### src/rtl/ps2_event_rx.sv
// PS/2 keyboard receiver. It deserialises 11-bit PS/2 frames, folds the 0xF0
// break prefix into a flag bit, and buffers key events in a small FIFO.
//
// Ports:
//   clk, rstn    system clock, synchronous active-low reset
//   ps2_clk      raw PS/2 clock (asynchronous)
//   ps2_data     raw PS/2 data (asynchronous)
//   nextdata_n   active-low pop request, honoured only while ready
//   data[8:0]    FIFO head {break, scan code}; zero while empty
//   ready        FIFO holds at least one event
//   overflow     sticky: an event was dropped because the FIFO was full
//   frame_err    one-cycle pulse on a bad start/stop/parity bit or a timeout
module ps2_event_rx #(
  parameter int unsigned FIFO_AW        = 3,
  parameter int unsigned TIMEOUT_CYCLES = 50000
) (
  input  logic       clk,
  input  logic       rstn,
  input  logic       ps2_clk,
  input  logic       ps2_data,
  input  logic       nextdata_n,
  output logic [8:0] data,
  output logic       ready,
  output logic       overflow,
  output logic       frame_err
);

  localparam int unsigned Depth = 2 ** FIFO_AW;
  localparam int unsigned TmoW  = $clog2(TIMEOUT_CYCLES + 1);
  localparam logic [TmoW-1:0]  TmoLast = TmoW'(TIMEOUT_CYCLES - 1);
  localparam logic [FIFO_AW:0] PtrOne  = 1;

  logic ps2_clk_s1_q, ps2_clk_s1_d, ps2_clk_s2_q, ps2_clk_s2_d;
  logic ps2_clk_prev_q, ps2_clk_prev_d;
  logic ps2_data_s1_q, ps2_data_s1_d, ps2_data_s2_q, ps2_data_s2_d;
  logic [3:0]       bit_cnt_q, bit_cnt_d;
  logic [10:0]      shift_q, shift_d;
  logic [TmoW-1:0]  tmo_q, tmo_d;
  logic             frame_done_q, frame_done_d;
  logic             brk_q, brk_d;
  logic             ext_q, ext_d;
  logic             overflow_q, overflow_d;
  logic [FIFO_AW:0] wptr_q, wptr_d, rptr_q, rptr_d;
  logic [8:0]       mem_q [Depth];

  logic       fall, tmo_hit, frame_ok, push, pop, full, wr_en;
  logic [7:0] scan_code;

  assign fall      = ps2_clk_prev_q & ~ps2_clk_s2_q;
  assign tmo_hit   = (bit_cnt_q != 4'd0) && !fall && (tmo_q == TmoLast);
  // shift_q holds bit 0 (start) in [0] and bit 10 (stop) in [10] once complete.
  assign scan_code = shift_q[8:1];
  assign frame_ok  = ~shift_q[0] & shift_q[10] & (^shift_q[9:1]);
  assign frame_err = (frame_done_q & ~frame_ok) | tmo_hit;

  assign ready    = (wptr_q != rptr_q);
  assign full     = (wptr_q[FIFO_AW] != rptr_q[FIFO_AW]) &&
                    (wptr_q[FIFO_AW-1:0] == rptr_q[FIFO_AW-1:0]);
  assign pop      = ready & ~nextdata_n;
  // A push into a full FIFO still lands when the head leaves in the same cycle.
  assign wr_en    = push & (~full | pop);
  assign data     = ready ? mem_q[rptr_q[FIFO_AW-1:0]] : 9'd0;
  assign overflow = overflow_q;

  always_comb begin
    ps2_clk_s1_d   = ps2_clk;
    ps2_clk_s2_d   = ps2_clk_s1_q;
    ps2_clk_prev_d = ps2_clk_s2_q;
    ps2_data_s1_d  = ps2_data;
    ps2_data_s2_d  = ps2_data_s1_q;
    bit_cnt_d      = bit_cnt_q;
    shift_d        = shift_q;
    tmo_d          = tmo_q;
    frame_done_d   = 1'b0;
    brk_d          = brk_q;
    ext_d          = ext_q;
    push           = 1'b0;

    if (fall) begin
      shift_d = {ps2_data_s2_q, shift_q[10:1]};
      tmo_d   = '0;
      if (bit_cnt_q == 4'd10) begin
        bit_cnt_d    = 4'd0;
        frame_done_d = 1'b1;
      end else begin
        bit_cnt_d = bit_cnt_q + 4'd1;
      end
    end else if (bit_cnt_q != 4'd0) begin
      if (tmo_hit) begin
        bit_cnt_d = 4'd0;
        tmo_d     = '0;
      end else begin
        tmo_d = tmo_q + 1'b1;
      end
    end else begin
      tmo_d = '0;
    end

    if (frame_done_q && frame_ok) begin
      case (scan_code)
        8'hF0: brk_d = 1'b1;
        8'hE0: ext_d = 1'b1;
        // Keyboard status/ack bytes, not key events.
        8'h00, 8'hAA, 8'hEE, 8'hFA, 8'hFE, 8'hFF: ;
        default: begin
          push  = 1'b1;
          brk_d = 1'b0;
          ext_d = 1'b0;
        end
      endcase
    end

    overflow_d = overflow_q | (push & full & ~pop);
    wptr_d     = wr_en ? wptr_q + PtrOne : wptr_q;
    rptr_d     = pop   ? rptr_q + PtrOne : rptr_q;
  end

  always_ff @(posedge clk) begin
    if (!rstn) begin
      ps2_clk_s1_q   <= 1'b1;
      ps2_clk_s2_q   <= 1'b1;
      ps2_clk_prev_q <= 1'b1;
      ps2_data_s1_q  <= 1'b1;
      ps2_data_s2_q  <= 1'b1;
      bit_cnt_q      <= 4'd0;
      shift_q        <= 11'd0;
      tmo_q          <= '0;
      frame_done_q   <= 1'b0;
      brk_q          <= 1'b0;
      ext_q          <= 1'b0;
      overflow_q     <= 1'b0;
      wptr_q         <= '0;
      rptr_q         <= '0;
    end else begin
      ps2_clk_s1_q   <= ps2_clk_s1_d;
      ps2_clk_s2_q   <= ps2_clk_s2_d;
      ps2_clk_prev_q <= ps2_clk_prev_d;
      ps2_data_s1_q  <= ps2_data_s1_d;
      ps2_data_s2_q  <= ps2_data_s2_d;
      bit_cnt_q      <= bit_cnt_d;
      shift_q        <= shift_d;
      tmo_q          <= tmo_d;
      frame_done_q   <= frame_done_d;
      brk_q          <= brk_d;
      ext_q          <= ext_d;
      overflow_q     <= overflow_d;
      wptr_q         <= wptr_d;
      rptr_q         <= rptr_d;
    end
  end

  // Event storage needs no reset; data is masked while the FIFO is empty.
  always_ff @(posedge clk) begin
    if (rstn && wr_en) begin
      mem_q[wptr_q[FIFO_AW-1:0]] <= {brk_q, scan_code};
    end
  end

endmodule

### config.mk
export PLATFORM = sky130hd
export DESIGN_NAME = ps2_event_rx
export DESIGN_NICKNAME = d
export VERILOG_FILES = /design/src/rtl/ps2_event_rx.sv
export SDC_FILE = /design/constraint.sdc
export NUM_CORES = 1
export LEC_CHECK = 0
export ABC_AREA = 1
export CELL_PAD_IN_SITES_DETAIL_PLACEMENT = 0
export CELL_PAD_IN_SITES_GLOBAL_PLACEMENT = 1
export CORE_UTILIZATION = 25
export CTS_BUF_LIST = sky130_fd_sc_hd__clkbuf_16
export CTS_CLUSTER_DIAMETER = 50
export DETAILED_ROUTE_END_ITERATION = 8
export PLACE_DENSITY = 0.51
export SYNTH_ARGS = -nofsm -noshare
export SYNTH_HDL_FRONTEND = slang
export SYNTH_SLANG_ARGS = --single-unit
### constraint.sdc
create_clock -name clk -period 3.2 [get_ports clk]
set_input_delay 0.48 -clock clk [delete_from_list [all_inputs] [get_ports clk]]
set_output_delay 0.48 -clock clk [all_outputs]
set_load 0.05 [all_outputs]
==> results by group, run 1 <==
Layout
  – Final core utilization: 0.309
  – Fraction of final layout cells with drive strength greater than 1: 0.185
  – Final net count: between 500 and 600
  – Area Overhead vs Synth: 20.3%
  – ANT cells: 0

GRT
  – Global-route wire length before repair: between 15 and 20 mm
  – Antenna violations before repair: 0
  – GRT overflow: 0
  – Total global-route track usage: 0.120
  – Vias in the first global route: 3,613
  – Largest net degree at the start of global routing: 37

Timing
  – Remaining max-slew budget at the tightest pin: 0.591
  – Slew Viols, Final: 0
  – Max Fclk: 347 MHz
  – Share of the clock period used by the worst path after layout: 0.902
  – Unrepaired setup endpoints after global routing: no
  – Setup Total Neg Slack: 0 ps
  – # setup viols final: 0
  – Clock Skews: roughly 11 ps
  – Slew at the pin closest to its max-slew limit: 613 ps
  – Final Critical Period: a little under 3000 ps
  – Number of hold-slack violations in the final timing report: 0

Floorplan
  – Die span in y: around 150 um
  – Horizontal die dimension: about 150 um
  – Io pins: 17
  – Die Footprint: 22,300 um2
  – Core Area: ~21,000 um2
  – Starting density of the core: 0.257
  – Floorplan row count: 53

Clock tree
  – TritonCTS clock tree: yes
  – Total of cells resized after clock tree synthesis: 0
  – CTS Buf Count: 17
  – Setup Buffers After CTS: 0
  – Clock-pin slew on the worst setup and hold paths: 60 ps
  – Insertion delay to the later sink of the worst-skew pair: between 400 and 500 ps
  – Number of buffers between clock root and the deepest sink: 2
  – Hold-fix buffer count after cts: 0
  – Sink count of the clock tree: roughly 120
  – Root buf cell: clkbuf_16
  – H-tree levels: 4

Placement
  – Final HPWL DP: 8.31 mm
  – Input/output buffers: 16
  – Last weighted congestion value of the routability-driven placer: about 0.74

Logic synthesis
  – Synth Instances: 540
  – Distinct cell type count after synthesis: 40
  – Post-Syn Area per Cell: 10.0 um2
  – Fraction of the yosys area taken by sequential cells: 0.583
  – Synth Cell Area: 5430 um2
  – Count of flip-flops with a built-in enable after synthesis: between 70 and 80
  – Async set or reset register ratio after synthesis: 0
  – Main flop type after synthesis: edfxtp_1
  – Count of warnings emitted by yosys: 0
  – Synth Register Bits: approximately 120
  – Net Count, Synth: between 500 and 600

Setup path
  – Category of the most critical setup path: reg -> out
  – Startpoint class of the critical path: flop
  – Worst-path maximum fanout: 10
  – Required @ worst endpoint: ~2700 ps
  – Data arrival time of the worst path: approximately 2400 ps
  – Kind of end point of the critical path: output pin

Drt
  – Average detailed-routed wire length per instance: around 14 um
  – DR vias: 3,742
  – Drt via density: 4.33
  – DRC Markers: 0
  – Final WL: 12.3 mm
  – Drt pass-1 iters: 4
  – Number of violations reported at the end of detailed-routing iteration 0: approximately 190
  – DRT antenna net count: 0

Pwr
  – Power density cells: roughly 600 nW/um2
  – Clk pwr share: 0.488
  – Internal power of the cells: roughly 0.0029 W
  – Portion of total power attributed to combinational logic: 0.078
  – Leakage: roughly 2.3 nW
  – Power dissipated by switching net loads: roughly 0.00095 W
  – Worst VDD drop: ~0.35 mV
  – Net Sw Frac: 0.248
  – Power share of the sequential group: 0.434

Job
  – Number of maximum-capacitance constraint violations: 0

Status
  – Result of the run: finished, final reports clean

Worst hold path
  – Hold/Removal Path Class: reg -> reg
[Yosys cell counts, types with 9 or more instances]
| master | count | share of area |
|---|---|---|
| edfxtp_1 | 72 | 0.40 |
| nor2_2 | 9 | 0.010 |
| a31oi_1 | 11 | 0.013 |
| nor3_1 | 11 | 0.010 |
| dfxtp_1 | 50 | 0.18 |
| a21oi_1 | 20 | 0.018 |
| inv_2 | 14 | 0.0097 |
| ha_1 | 18 | 0.042 |
| o22ai_1 | 18 | 0.021 |
| nand2_1 | 53 | 0.037 |
| nor2_1 | 80 | 0.055 |
| nand3_1 | 18 | 0.017 |
| inv_1 | 44 | 0.030 |
| o21ai_0 | 50 | 0.046 |
[area by class of cell]
type                    count  area [um2]
fillers                  2193       14600
repair buffers             32         255
inverters                  59         221
multi-input cells         344        1960
flip-flops and latches    122        3160
clock buffers              17         425
clock inverters            15         155
well taps                 275         344
[flip-flops by register name, indices dropped and copies added (netlist names), 4 cells and up, named ones only]
signal	count
wptr_q	4
tmo_q	16
bit_cnt_q	4
mem_q	72
shift_q	11
rptr_q	4
[final timing paths]
kind	depth (start not counted)	to	start	slack (ps)
worst max-delay path	8	frame_err	shift_q[5]	310
worst min-delay path	1	ps2_clk_prev_d	ps2_clk_s1_q	410
worst max register to register	9	mem_q[2][6]	shift_q[5]	450
worst min register to register	1	ps2_clk_prev_d	ps2_clk_s1_q	410
[per-stage QoR]
step / total power, W / setup slack (ps) / hold slack [ps] / area [um2] / instances
after floorplan: 0.00191 / 407 / 393 / 5430 / 540
after global placement: 0.00200 / 491 / 399 / 5950 / 832
after detailed placement: 0.00201 / 392 / 400 / 5950 / 832
after CTS: 0.00389 / 247 / 413 / 6530 / 864
after global routing: 0.00399 / 61.0 / 432 / 6530 / 864
final: 0.00384 / 314 / 412 / 6530 / 864
[power by group through the flow]
| stage | clock (W) | sequential, W | combinational, W |
|---|---|---|---|
| floorplan | 0 | 0.00169 | 0.000214 |
| global placement | 0 | 0.00170 | 0.000303 |
| detailed placement | 0 | 0.00170 | 0.000307 |
| CTS | 0.00191 | 0.00167 | 0.000308 |
| global route | 0.00198 | 0.00167 | 0.000337 |
| finish | 0.00187 | 0.00167 | 0.000301 |
[cell usage in the layout, fill, tap and decap left out, drive strengths merged, types with 5 or more instances in the layout]
cell type,netlist,layout
nand2,59,59
ha,18,18
edfxtp,72,72
clkinv,1,7
clkdlybuf4s50,0,6
o22ai,18,18
nor2,93,93
nor3,18,18
a31oi,11,11
dfxtp,50,50
a21oi,20,20
o21ai,56,56
xor2,5,5
or2,6,6
nand4,5,5
nand3,24,24
clkbuf,5,17
buf,10,26
inv,58,61
[kinds of logic after synthesis]
group,after synthesis,synth area share
compound gates,108,0.108
xor+xnor,8,0.0129
fa+ha+maj,18,0.0415
buf+inv,74,0.0551
flops,122,0.583
simple gates,210,0.200
[per-layer routing]
layer / vias to the layer above / share of wire / track usage
met1: 1744 / 0.49 / 0.153
met5: - / 0 / 0
met4: 0 / 0.014 / 0.0485
met3: 18 / 0.037 / 0.0349
met2: 56 / 0.46 / 0.190
li1: 1924 / - / -
[critical path: stages, from the launching register on]
cell,delay [ps]
dfxtp_1,500
inv_1,150
ha_1,330
xor2_1,250
inv_1,70
nand2_1,110
a21oi_1,90
o21ai_0,240
buf_4,250
(Power assumes the default switching activity.)
==> inputs of run 2 (changes only) <==
- SKIP_CTS_REPAIR_TIMING: default -> 1
- SKIP_LAST_GASP: default -> 1
==> results of run 2 <==
No change in the layout: final DEF, timing and power equal those of run 1.
==> inputs of run 3 (changes only) <==
- HOLD_SLACK_MARGIN: default -> 0.15
==> results of run 3 <==
No change in the layout: final DEF, timing and power equal those of run 1.
